File: src/rtl/seq_det_pkg.sv
// Shared types and helpers for the programmable sequence detector.
// States plus the load-time pattern-length clamp.
package seq_det_pkg;

  typedef enum logic [1:0] {
    S_IDLE = 2'd0,
    S_FILL = 2'd1,
    S_RUN  = 2'd2
  } statetype;

  function automatic int clamp_len(input int len, input int max);
    if (len < 1) return 1;
    if (len > max) return max;
    return len;
  endfunction

endpackage

File: src/rtl/sat_counter.sv
// Saturating up-counter with synchronous clear.
// A clear coinciding with an increment yields one.
module sat_counter #(
  parameter int W = 8
) (
  input  logic         Clock,
  input  logic         Resetn,
  input  logic         clr,
  input  logic         inc,
  output logic [W-1:0] q
);

  localparam logic [W-1:0] MAXV = '1;

  always_ff @(posedge Clock or negedge Resetn) begin
    if (!Resetn) begin
      q <= '0;
    end else if (clr) begin
      q <= inc ? W'(1) : '0;
    end else if (inc && q != MAXV) begin
      q <= q + W'(1);
    end
  end

endmodule

File: src/rtl/seq_detector_prog.sv
// Programmable serial pattern detector with overlap control,
// registered match pulse and saturating match counter.
module seq_detector_prog
  import seq_det_pkg::*;
#(
  parameter int MAX_LEN = 8,
  parameter int CNT_W   = 8,
  parameter int LEN_W   = $clog2(MAX_LEN) + 1
) (
  input  logic               Clock,
  input  logic               Resetn,
  input  logic               load,
  input  logic [MAX_LEN-1:0] pat_in,
  input  logic [LEN_W-1:0]   len_in,
  input  logic               ovl_in,
  input  logic               w,
  input  logic               w_valid,
  input  logic               count_clr,
  output logic               z,
  output logic [CNT_W-1:0]   match_count,
  output logic               armed,
  output logic [1:0]         CurState
);

  statetype           state_q, state_d;
  logic [MAX_LEN-1:0] pat_q, hist, hist_d, hist_nxt, mask;
  logic [LEN_W-1:0]   len_q, len_c, fill_cnt, fill_d, fill_inc;
  logic               ovl_q, hit, z_d, match;

  assign hist_nxt = {hist[MAX_LEN-2:0], w};
  assign fill_inc = fill_cnt + LEN_W'(1);
  assign len_c    = LEN_W'(clamp_len(int'(len_in), MAX_LEN));

  always_comb begin
    mask = '0;
    for (int i = 0; i < MAX_LEN; i++)
      mask[i] = (i < int'(len_q));
  end

  assign match = ((hist_nxt ^ pat_q) & mask) == '0;

  // Next-state, history and fill bookkeeping
  always_comb begin
    state_d = state_q;
    hist_d  = hist;
    fill_d  = fill_cnt;
    hit     = 1'b0;
    if (load) begin
      state_d = S_FILL;
      hist_d  = '0;
      fill_d  = '0;
    end else begin
      unique case (state_q)
        S_IDLE: ;
        S_FILL: if (w_valid) begin
          hist_d = hist_nxt;
          fill_d = fill_inc;
          if (fill_inc == len_q) begin
            hit     = match;
            state_d = S_RUN;
            if (match && !ovl_q) begin
              state_d = S_FILL;
              fill_d  = '0;
            end
          end
        end
        S_RUN: if (w_valid) begin
          hist_d = hist_nxt;
          hit    = match;
          if (match && !ovl_q) begin
            state_d = S_FILL;
            fill_d  = '0;
          end
        end
        default: state_d = S_IDLE;
      endcase
    end
  end

  always_comb begin
    z_d      = hit;
    armed    = (state_q != S_IDLE);
    CurState = state_q;
  end

  always_ff @(posedge Clock or negedge Resetn) begin
    if (!Resetn) begin
      state_q  <= S_IDLE;
      pat_q    <= '0;
      len_q    <= LEN_W'(MAX_LEN);
      ovl_q    <= 1'b0;
      hist     <= '0;
      fill_cnt <= '0;
      z        <= 1'b0;
    end else begin
      state_q  <= state_d;
      hist     <= hist_d;
      fill_cnt <= fill_d;
      z        <= z_d;
      if (load) begin
        pat_q <= pat_in;
        len_q <= len_c;
        ovl_q <= ovl_in;
      end
    end
  end

  sat_counter #(.W(CNT_W)) u_cnt (
    .Clock  (Clock),
    .Resetn (Resetn),
    .clr    (count_clr),
    .inc    (hit),
    .q      (match_count)
  );

endmodule

File: config.mk
export PLATFORM = sky130hd
export DESIGN_NAME = seq_detector_prog
export DESIGN_NICKNAME = d
export VERILOG_FILES = /design/src/rtl/seq_det_pkg.sv /design/src/rtl/sat_counter.sv /design/src/rtl/seq_detector_prog.sv
export SDC_FILE = /design/constraint.sdc
export NUM_CORES = 1
export LEC_CHECK = 0
export CAP_MARGIN = 10
export CELL_PAD_IN_SITES_DETAIL_PLACEMENT = 0
export CELL_PAD_IN_SITES_GLOBAL_PLACEMENT = 1
export CORE_UTILIZATION = 35
export CTS_CLUSTER_DIAMETER = 150
export DETAILED_ROUTE_END_ITERATION = 10
export DONT_BUFFER_PORTS = 1
export PLACE_DENSITY_LB_ADDON = 0.1
export SETUP_SLACK_MARGIN = 0.02
export SLEW_MARGIN = 20
export SYNTH_ARGS = -nofsm -noshare
export SYNTH_HDL_FRONTEND = slang
export SYNTH_SLANG_ARGS = --single-unit
File: constraint.sdc
create_clock -name Clock -period 5.1 [get_ports Clock]
set_input_delay 0.51 -clock Clock [delete_from_list [all_inputs] [get_ports Clock]]
set_output_delay 0.51 -clock Clock [all_outputs]
set_load 0.005 [all_outputs]
==> results by group <==
Detailed routing
  • Via count: 1,473
  • DRC: 0
  • First-pass iteration count of the detailed router: 4
  • Post-route antenna net violation count: 0
  • DRT iter0 DRCs: 82
  • Vias per inst: 5.558
  • Detailed Route WL: roughly 4.4 mm
  • Routed wire per std cell: 16.61 um

Floorplanning
  • Full die area: 6074 sq um
  • Die H: 77.94 um
  • Core Box Area: roughly 5500 sq um
  • Initial Util: 36.43%
  • Die X: 77.94 um
  • IO Pins: 31
  • Cell Rows: 27

GRT
  • GRT met3 Usage: 4.471%
  • Overflow after GRT: 0
  • Initial antenna violation count: 0
  • Met1 GRT Util: 22.63%
  • Largest net degree at the start of global routing: 35
  • Met2 GRT Util: 22.12%
  • All-layer global routing usage: between 10% and 20%
  • Most Crowded Layer GR: met1
  • Global-route wire length before repair: between 7 and 8 mm
  • Vias in the first global route: roughly 1,400

Placement
  • GP Congestion: 0.7570
  • # port buffers: 0
  • Inst Count DP: 256
  • Final HPWL DP: between 3 and 4 mm

Timing
  • Final max-slew violation count: 0
  • Tmin final: about 2.6 ns
  • Hold_ws: 0.04577 ns
  • Fmax: between 300 and 400 MHz
  • Final setup vio count: 0
  • Final period util: about half
  • Measured slew at the worst slew-check pin: 0.7308 ns
  • Layout Skew: 0.007610 ns
  • Slew margin rel.: 50.96%
  • Setup TNS: 0 ns
  • Hold Fails Final Rpt: 0
  • RSZ-0062 raised after global routing: false

Power and ir drop
  • Sequential share of power: 47.9%
  • P_sw: 0.0002169 W
  • Power Dens Cells: about 310 nW/um^2
  • Comb pwr share: 23.6%
  • Switching Fraction: 31.90%
  • Leak Pwr: 0.9329 nW
  • Clock power frac: 28.5%
  • P_int: between 0.0004 and 0.0005 W
  • Max VDD drop: about 0.13 mV

Synthesis
  • Cell area after synthesis: 2018 sq um
  • Yosys warns: 0
  • Dominant cell type by area after synthesis: dfrtp_1
  • EDFF count, synth: 0
  • Avg Cell Area, Syn: 10.46 sq um
  • Sequential area share after synthesis: 43.46%
  • Asr flop ratio synth: 100.0%
  • Cell variety after synth: 49
  • Synth area leaders: dfrtp_1 (42%), mux2_2 (7.3%), xor2_1 (3.5%)
  • Top FF cell, synth: dfrtp_1
  • Synth Net Count: 217
  • Yosys reg bits: 35
  • Top cell type's share of synthesized area: 42.16%
  • Cells after Synth: 193

Worst setup path
  • Critical path arrival: between 2 and 3 ns
  • Crit path required time: 5.27 ns
  • Cell count along the critical path: 7
  • Crit Path Max Fanout: 11
  • CP endpoint kind: flop
  • Worst Setup Start Kind: flop
  • CP Cell Sequence: inv_1 -> ha_1 -> nand2_1 -> nor2_1 -> o21ai_1 -> nor4b_1 -> mux2_2
  • Slowest cell delay on critical path: ~0.49 ns
  • CP bufs+invs: 1
  • CP Class: reg -> reg
  • Largest delay share family, worst path: simple AND/OR/NAND/NOR gates
  • Reg2reg path depth: 7
  • Slowest stage cell, crit path: ha_1

Flow run
  • Max-cap violations: 0

Clock network
  • Clock tree buffer depth: 2
  • # hold bufs at CTS: 1
  • Cts repair resizes: 0
  • Clock sinks: 35
  • H-tree depth: 2
  • Clock Latency Late Sink: 0.29 ns
  • CTS tree: yes
  • CTS root buffer: clkbuf_8
  • Clock transition at the registers of the reported paths: 0.07 ns
  • CTS Buf Count: 5
  • Setup bufs post-CTS: 0

Hold path
  • Path type of the worst min-delay path: in -> async

Status
  • Outcome: finished, final reports clean

Cells and area
  • Non-Filler Instances: 265
  • Share of cells above drive strength 1: ~13%
  • Layout area overhead: 7.005%
  • Net count reported at finish: between 200 and 250
  • Antenna fix cells: 0
==> Yosys cell counts (2+ instances only) <==
library cell  number
dfrtp_1           34
nor2_1            15
mux2_2            13
nand3_1           13
a21oi_1           11
nand2_1           11
xor2_1             8
inv_1              7
clkbuf_1           6
ha_1               5
nor2b_1            5
xnor2_1            5
a22o_1             4
o21ai_0            4
nand3b_1           3
nor4_1             3
o211ai_1           3
a211o_1            2
a21o_1             2
and3_1             2
buf_6              2
mux2_1             2
mux2i_1            2
nand4_1            2
nor3_1             2
o211a_1            2
or4_1              2
or4b_1             2
==> through the flow <==
| stage | cell area, sq um | total power, W | utilization [%] | setup WS (ns) |
|---|---|---|---|---|
| floorplan | 2018 | 0.0004544 | - | 2.666 |
| global placement | 2059 | 0.0004793 | 37.17 | 2.481 |
| detailed placement | 2059 | 0.0004827 | 37.17 | 2.355 |
| CTS | 2160 | 0.0006872 | 38.98 | 2.291 |
| global route | 2160 | 0.0007223 | 38.98 | 2.212 |
| finish | 2160 | 0.0006801 | 38.98 | 2.481 |
==> worst register-to-register path, stage by stage, from the launching register on <==
cell and delay, ns:
dfrtp_1 0.44, inv_1 0.10, ha_1 0.49, nand2_1 0.28, nor2_1 0.15, o21ai_1 0.26
nor4b_1 0.38, mux2_2 0.38
==> area by class of cell <==
cell class	count	area [sq um]
Clock buffer	8	80.08
Fill cell	578	3381
Inverter	7	26.28
Multi-Input combinational cell	142	1066
Sequential cell	35	877.1
Tap cell	72	90.09
Timing Repair Buffer	1	20.02
==> cell usage in the layout, fill, tap and decap left out, types with 3 or more instances in the layout <==
cell / instances
o21ai_0: 3
nor2b_1: 5
nand3_1: 13
a22o_1: 4
dfrtp_1: 34
nand2_1: 11
nand3b_1: 3
nor4_1: 3
inv_1: 7
mux2_2: 13
xnor2_1: 5
a21oi_1: 11
xor2_1: 8
clkbuf_1: 3
ha_1: 5
nor2_1: 15
clkbuf_8: 5
o211ai_1: 3
==> layer usage <==
metal  wire length, um  part of all wire (%)  vias to the layer above
li1                  -                     -                      697
met5                 0                     0                        -
met2              1940                    44                       46
met3               228                   5.2                       10
met1              2155                    49                      720
met4                78                   1.8                        0
==> kinds of logic after synthesis <==
logic type      count (synthesis)  synth area share (%)
simple gates                   67                 18.10
compound gates                 39                 15.44
flops                          35                 43.46
mux                            17                 9.361
buf+inv                        16                 3.720
xor+xnor                       14                 6.819
fa+ha+maj                       5                 3.100
==> sequential cells by signal, indices dropped and copies added (netlist names) <==
| signal | flops |
|---|---|
| pat_q | 8 |
| u_cnt.q | 8 |
| hist | 7 |
| fill_cnt | 4 |
| len_q | 4 |
| CurState | 2 |
| ovl_q | 1 |
| z | 1 |
==> path summary, 6_finish.rpt <==
path,to,from,slack [ns]
max,u_cnt.q[2]$_DFFE_PN0P_,CurState[0]$_DFFE_PN0P_,2.48
min,fill_cnt[2]$_DFFE_PN0P_,Resetn,0.05
max reg2reg,u_cnt.q[2]$_DFFE_PN0P_,CurState[0]$_DFFE_PN0P_,2.48
min reg2reg,pat_q[0]$_DFFE_PN0P_,pat_q[0]$_DFFE_PN0P_,0.53
max in group asynchronous,hist[4]$_DFFE_PN0P_,Resetn,4.86
min in group Clock,u_cnt.q[7]$_DFFE_PN0P_,count_clr,0.28
==> power groups by stage <==
stage / Combinational, W / Clock [W] / Sequential, W
after CTS: 0.000160 / 0.000202 / 0.000326
after global placement: 0.000151 / 0 / 0.000329
after floorplan: 0.000133 / 0 / 0.000322
after detailed placement: 0.000152 / 0 / 0.000331
final: 0.000160 / 0.000194 / 0.000326
after global routing: 0.000179 / 0.000214 / 0.000330
Note: power is estimated with default switching activity, not from simulation.
